File: src/rtl/draw_pair_writer.sv
// rtl/draw_pair_writer.sv - pair writer feeding both ports of a dual-port framebuffer RAM
module draw_pair_writer #(
   parameter int DATA_W       = 3,
   parameter int STALL_CYCLES = 4
) (
   input  logic              clk,
   input  logic              reset,
   input  logic              start,
   input  logic [13:0]       addr_a,
   input  logic [13:0]       addr_b,
   input  logic [DATA_W-1:0] fg_colour,
   input  logic [DATA_W-1:0] bg_colour,
   output logic              we_a,
   output logic              we_b,
   output logic [13:0]       wr_addr_a,
   output logic [13:0]       wr_addr_b,
   output logic [DATA_W-1:0] wr_data_a,
   output logic [DATA_W-1:0] wr_data_b,
   output logic              busy,
   output logic              done,
   output logic              err,
   output logic [13:0]       pair_count
);

   typedef enum logic [1:0] {
      S_IDLE = 2'd0,
      S_RUN  = 2'd1,
      S_DONE = 2'd2
   } state_t;

   localparam logic [3:0]  STALL_LIM = 4'(STALL_CYCLES);
   localparam logic [13:0] COUNT_MAX = 14'h3FFF;

   state_t              r_state;
   logic                r_busy;
   logic                r_done;
   logic [DATA_W-1:0]   r_fg;
   logic [DATA_W-1:0]   r_bg;
   logic [3:0]          r_stall;
   logic                r_have_last;
   logic [13:0]         r_last_a;
   logic                r_we;
   logic [13:0]         r_wr_addr_a;
   logic [13:0]         r_wr_addr_b;
   logic [DATA_W-1:0]   r_wr_data_a;
   logic [DATA_W-1:0]   r_wr_data_b;
   logic                r_err;
   logic [13:0]         r_pair_count;

   logic                w_well_formed;
   logic                w_is_new;
   logic [3:0]          w_stall_next;
   logic [13:0]         w_addr_a_inc;

   // Pair qualification: even A address with B directly above it (wrapping at 14 bits)
   assign w_addr_a_inc  = addr_a + 14'd1;
   assign w_well_formed = ~addr_a[0] && (addr_b == w_addr_a_inc);
   assign w_is_new      = ~r_have_last || (addr_a != r_last_a);
   assign w_stall_next  = r_stall + 4'd1;

   // Run control, pair sampling and registered RAM write outputs
   always_ff @(posedge clk or negedge reset) begin
      if (!reset) begin
         r_state      <= S_IDLE;
         r_busy       <= 1'b0;
         r_done       <= 1'b0;
         r_fg         <= '0;
         r_bg         <= '0;
         r_stall      <= 4'd0;
         r_have_last  <= 1'b0;
         r_last_a     <= 14'd0;
         r_we         <= 1'b0;
         r_wr_addr_a  <= 14'd0;
         r_wr_addr_b  <= 14'd0;
         r_wr_data_a  <= '0;
         r_wr_data_b  <= '0;
         r_err        <= 1'b0;
         r_pair_count <= 14'd0;
      end else begin
         // strobes are single-cycle; address/data hold between writes
         r_we <= 1'b0;
         case (r_state)
            S_IDLE, S_DONE: begin
               // the pair present alongside start is deliberately not sampled
               if (start) begin
                  r_state      <= S_RUN;
                  r_busy       <= 1'b1;
                  r_done       <= 1'b0;
                  r_fg         <= fg_colour;
                  r_bg         <= bg_colour;
                  r_stall      <= 4'd0;
                  r_have_last  <= 1'b0;
                  r_err        <= 1'b0;
                  r_pair_count <= 14'd0;
               end
            end
            S_RUN: begin
               if (!w_well_formed) begin
                  r_err   <= 1'b1;
                  r_stall <= 4'd0;
               end else if (w_is_new) begin
                  r_we        <= 1'b1;
                  r_wr_addr_a <= addr_a;
                  r_wr_addr_b <= addr_b;
                  r_wr_data_a <= r_fg;
                  r_wr_data_b <= r_bg;
                  r_last_a    <= addr_a;
                  r_have_last <= 1'b1;
                  r_stall     <= 4'd0;
                  if (r_pair_count != COUNT_MAX) begin
                     r_pair_count <= r_pair_count + 14'd1;
                  end
               end else begin
                  // upstream counter is holding: count toward end of run
                  r_stall <= w_stall_next;
                  if (w_stall_next == STALL_LIM) begin
                     r_state <= S_DONE;
                     r_busy  <= 1'b0;
                     r_done  <= 1'b1;
                  end
               end
            end
            default: begin
               r_state <= S_IDLE;
               r_busy  <= 1'b0;
               r_done  <= 1'b0;
            end
         endcase
      end
   end

   assign we_a       = r_we;
   assign we_b       = r_we;
   assign wr_addr_a  = r_wr_addr_a;
   assign wr_addr_b  = r_wr_addr_b;
   assign wr_data_a  = r_wr_data_a;
   assign wr_data_b  = r_wr_data_b;
   assign busy       = r_busy;
   assign done       = r_done;
   assign err        = r_err;
   assign pair_count = r_pair_count;

endmodule

File: config.mk
export PLATFORM = sky130hd
export DESIGN_NAME = draw_pair_writer
export DESIGN_NICKNAME = d
export VERILOG_FILES = /design/src/rtl/draw_pair_writer.sv
export SDC_FILE = /design/constraint.sdc
export NUM_CORES = 1
export LEC_CHECK = 0
export ABC_AREA = 0
export CORE_MARGIN = 1
export CORE_UTILIZATION = 45
export DETAILED_ROUTE_END_ITERATION = 8
export GPL_TIMING_DRIVEN = 1
export PLACE_DENSITY = 0.77
export SYNTH_ARGS = -nofsm -noshare
export SYNTH_HDL_FRONTEND = slang
export SYNTH_SLANG_ARGS = --single-unit
File: constraint.sdc
create_clock -name clk -period 2.2 [get_ports clk]
set_input_delay 0.44 -clock clk [delete_from_list [all_inputs] [get_ports clk]]
set_output_delay 0.44 -clock clk [all_outputs]
set_load 0.03 [all_outputs]
### Word level (Yosys, flattened, before mapping)

Cells that the tools add are included.

* reductions and logical operators: 12
* multipliers: 0
* div/mod/pow operators: 0
* $lt $le $gt $ge: 0
* equal/unequal tests: 13
* bitwise logic cells: 2
* shift operators: 0
* add/sub/neg operators: 3
* mux-type cells: 32

Operator list (number)
* $mux W14: 4
* $add A14 B1 Y14 const B: 2
* $pmux W14 S2: 1
* $eq A14 B14 Y1: 1
* $mux W1: 14
* $ne A14 B14 Y1: 1
* $ne A14 B14 Y1 const B: 1
* $ne A2 B2 Y1 const B: 7
* $mux W4: 3
* $mux W2: 4
* $pmux W1 S2: 4
* $pmux W4 S2: 1
* $reduce_and A4 Y1: 2
* $reduce_and A3 Y1: 2
* $reduce_and A5 Y1: 1
* $add A4 B1 Y4 const B: 1
* $eq A4 B3 Y1 const B: 1
* $pmux W2 S2: 1
* $reduce_and A2 Y1: 2
* $eq A2 B1 Y1 const B: 1
* $eq A2 B2 Y1 const B: 1
* $logic_not A2 Y1: 1
* $not A1 Y1: 2
* $reduce_bool A2 Y1: 1
* other kinds (3): 3

* bits in latches: 0
* bits in writable memories: 0
* input bits: 37
* memories: 0
* ROM bits: 0
* bits in registers: 65

### Depth between registers and ports, before layout

* word-level depth: 6
* depth in mapped cells: 12
* depth with buffers taken out: 8

### Worst setup path before layout

Ideal clock, no wire load.

* path kind: input -> register
* start point: in addr_a[2]
* end point: reg r_wr_addr_a[12] (netlist: wr_addr_a[12])
* cell stages on the path: 12
* data arrival time: 2.556 ns
* setup slack: -0.481 ns
* required time: 2.075 ns
* setup time: 0.125 ns
* cell sequence: buf_4 and4_1 buf_4 a311o_1 o2111ai_1 a2111oi_2 and4_1 buf_6 and2_4 buf_12 buf_12 mux2_4

* longest elaborated chain between the ends: 4
* elaborated cells on any way between the ends: 6
* classes of those cells: 1 x add/sub; 2 x eq/ne; 3 x reduce/logical

RTL lines
* start, declared: line 9 `input logic [13:0] addr_a,`
* $add A14 B1 Y14: line 56 `assign w_addr_a_inc = addr_a + 14'd1;`
* $eq A14 B14 Y1: line 57 `assign w_well_formed = ~addr_a[0] && (addr_b == w_addr_a_inc);`
* $logic_and A1 B1 Y1: line 57
* $reduce_and A3 Y1 (no line) *
* end signal, assigned: line 103 `r_wr_addr_a <= addr_a;`
* end, declared: line 43 `logic [13:0] r_wr_addr_a;`

Mark *: on every way between the ends. The rest lies on a longest branch, timed or not.
A chain may end at the register's enable or synchronous reset.

### Final worst setup path

* start point: in addr_a[3]
* end point: reg r_wr_addr_b[11] (netlist: wr_addr_b[11])

* longest elaborated chain between the ends: 4
* elaborated cells on any way between the ends: 6
* classes of those cells: 1 x add/sub; 2 x eq/ne; 3 x reduce/logical

RTL lines
* $add A14 B1 Y14: line 56
* $eq A14 B14 Y1: line 57
* $logic_and A1 B1 Y1: line 57
* $reduce_and A3 Y1 (no line) *
* end signal, assigned: line 104 `r_wr_addr_b <= addr_b;`
* end, declared: line 44 `logic [13:0] r_wr_addr_b;`

Marks and branches as above.

==> impl_metrics.env <==
export IMPL_outcome="finished, violations left"
export IMPL_violations="negative setup slack"
export IMPL_relSlewSlack=0.636
export IMPL_synth_net_count=369
export IMPL_path_clk_slew_ps=70
export IMPL_synth_warning_count=0
export IMPL_fin_area_um2=5490
export IMPL_clock_sink_count=64
export IMPL_grt_pass1_wl_um=16600
export IMPL_hpwl_um=6860
export IMPL_ys_seq_area_frac=0.432
export IMPL_drive_gt1_frac=0.341
export IMPL_core_area_um2=7850
export IMPL_hold_ws_ps=99.9
export IMPL_syn_avg_cell_area_um2=11.3
export IMPL_power_per_cell_area_nw_per_um2=465
export IMPL_ys_ff_latch=64
export IMPL_ant_nets=0
export IMPL_syn_area_um2=3710
export IMPL_worst_setup_path_end_kind="register"
export IMPL_die_w_um=92.8
export IMPL_setup_violations=50
export IMPL_worst_pin_slew_ps=541
export IMPL_synth_area_leaders="dfrtp_1, mux2_4, xnor2_1, mux2i_1, mux2_2"
export IMPL_finalHoldViolCount=0
export IMPL_synth_flop_cell="dfrtp_1"
export IMPL_async_flop_share=1.00
export IMPL_viasPerCell=5.56
export IMPL_cp_arrival_ps=2670
export IMPL_num_antenna_cells=0
export IMPL_placed_area_um2=5040
export IMPL_grt_busiest_layer="met2"
export IMPL_cts_root_buf="clkbuf_8"
export IMPL_yosysMostFrequentCell="dfrtp_1"
export IMPL_pre_cts_ws_ps=-1140
export IMPL_portBuffers=89
export IMPL_timing_fmax_mhz=409
export IMPL_grt_setup_unrepaired="yes"
export IMPL_start_util=0.472
export IMPL_drc=0
export IMPL_ios=90
export IMPL_cts_buffer_depth=2
export IMPL_area_growth_pct=48.2
export IMPL_die_y_um=92.8
export IMPL_num_vias=3190
export IMPL_slew_violations=0
export IMPL_grt_start_max_net_pins=65
export IMPL_ys_types=55
export IMPL_met2_usage=0.411
export IMPL_fin_util=0.700
export IMPL_crit_path_start_kind="input port"
export IMPL_crit_type="in2reg"
export IMPL_yosysTopAreaCell="dfrtp_1"
export IMPL_drtIter0Drc=199
export IMPL_yosysTopAreaCellShare=0.432
export IMPL_place_gp_congestion=0.898
export IMPL_crit_required_ps=2430
export IMPL_post_route_period_util=1.11
export IMPL_grtUsageMet3=0.0411
export IMPL_rows=32
export IMPL_globalRouteOverflowTotal=0
export IMPL_layout_setup_ws_ps=-245
export IMPL_synthTopCellsByCount="dfrtp_1, mux2_4, nand2_1"
export IMPL_track_usage=0.252
export IMPL_cts_tree="built"
export IMPL_avgRoutedWirePerCell_um=18.1
export IMPL_wirelength_um=10400
export IMPL_crit_fanout=9
export IMPL_synth_edf_count=0
export IMPL_p_leak_nw=2.41
export IMPL_setup_tns_final_ps=-8560
export IMPL_firstDrtPassIters=8
export IMPL_die_area_um2=8610
export IMPL_grt_pass1_vias=3304
export IMPL_cts_buffers=9
export IMPL_fin_crit_ps=2440
export IMPL_skew_ps=12.4
export IMPL_met1_usage=0.334
export IMPL_fillCellCount=557
export IMPL_h_tree_depth=3
export IMPL_ir_drop_mv=0.321
export IMPL_hold_class="in2async"
export IMPL_clock_latency_ps=350
export IMPL_syn_inst=328
export IMPL_r2r_start="wr_addr_a[4]"
export IMPL_drv_cap=0
export IMPL_fin_nets=509
export IMPL_hold_buffers=0
export IMPL_antenna_found_initial=0
export IMPL_crit_start="addr_a[3]"
-- logic make-up (layout without fill, tap and decap cells) --
logic type,after synthesis,count (layout),share of synthesized area
AOI/OAI and AO/OA,34,34,0.0638
xor gates and xnor gates,28,28,0.0662
adders and majority gates,4,4,0.0135
buffers and inverters,28,172,0.0570
DFF,64,64,0.432
muxes,53,53,0.183
and+or+nand+nor,117,117,0.184
-- layer usage --
layer	vias to the layer above	part of all wire
met4	0	0.018
met5	-	0
met3	18	0.036
li1	1455	-
met1	1626	0.46
met2	91	0.49
-- sequential cells by signal, summed over array words and instances (netlist names) --
register,cells
wr_data_a,3
wr_addr_a,14
we_a,1
wr_data_b,3
r_stall,4
busy,1
r_have_last,1
wr_addr_b,14
r_state,2
r_fg,3
r_bg,3
pair_count,14
err,1
-- power by group --
| group | internal [mW] | leakage [nW] | total [mW] | switching, mW |
|---|---|---|---|---|
| Sequential | 1.22 | 0.866 | 1.24 | 0.0248 |
| Clock | 0.461 | 0.0882 | 0.912 | 0.451 |
| Combinational | 0.202 | 1.45 | 0.397 | 0.195 |
| Total | 1.88 | 2.41 | 2.55 | 0.671 |
-- stage by stage --
stage	std cells	total power, mW
floorplan	328	1.43
global placement	551	1.62
detailed placement	551	1.63
CTS	572	2.55
global route	574	2.65
finish	574	2.55
-- final cells by class --
class / count / area [µm²] / share of cell area
Multi-Input combinational cell: 236 / 2130 / 0.388
Inverter: 8 / 30.0 / 0.00547
Clock inverter: 3 / 17.5 / 0.00319
Sequential cell: 64 / 1600 / 0.292
Clock buffer: 12 / 155 / 0.0282
Tap cell: 102 / 128 / 0.0232
Timing Repair Buffer: 149 / 1430 / 0.260
-- path summary, 6_finish.rpt --
path	endpoint	slack [ps]	depth (start not counted)
min reg2reg	wr_addr_b[0]	470	1
max in group asynchronous	wr_addr_a[7]	1810	2
min	wr_addr_b[4]	100	2
min in group clk	wr_addr_b[4]	450	2
max reg2reg	wr_addr_b[11]	40	8
max	wr_addr_b[11]	-240	9
-- cell usage in the layout, fill, tap and decap left out, types with 3 or more instances in the layout --
cell type         n
nor2_4            3
clkbuf_2          4
dfrtp_1          64
mux2_4           32
and2_1            6
mux2_2            6
nand2b_1          7
xnor2_1          15
nor2b_1           6
nand2_1          23
dlygate4sd2_1     8
nor3b_4           3
and4_1            3
mux2i_1          15
xor2_1            7
o21ai_0           4
buf_4            45
ha_1              3
buf_12            4
and3_1            3
o21ai_1           6
nand3_1           6
inv_1             8
clkdlybuf4s50_1  65
xnor2_2           4
buf_6            11
clkbuf_8         11
dlymetal6s2s_1    5
nand4_1          17
nor2_1            7
nor3_1            6
-- worst max-delay path, cell delays in order --
cell	delay (ps)
clkdlybuf4s15_2	220
nand4_1	180
or4b_4	530
o22ai_2	130
a311o_1	230
and4_1	220
and2_4	230
buf_12	170
mux2_4	310
-- repair_timing --
action / CTS / global route
pin swaps: 15 / 17
setup buffers: 4 / 3
resized for setup: 67 / 32
gates cloned: 3 / 0
setup endpoints to repair: 58 / 58
No activity file was read; power rests on OpenSTA's default activity.
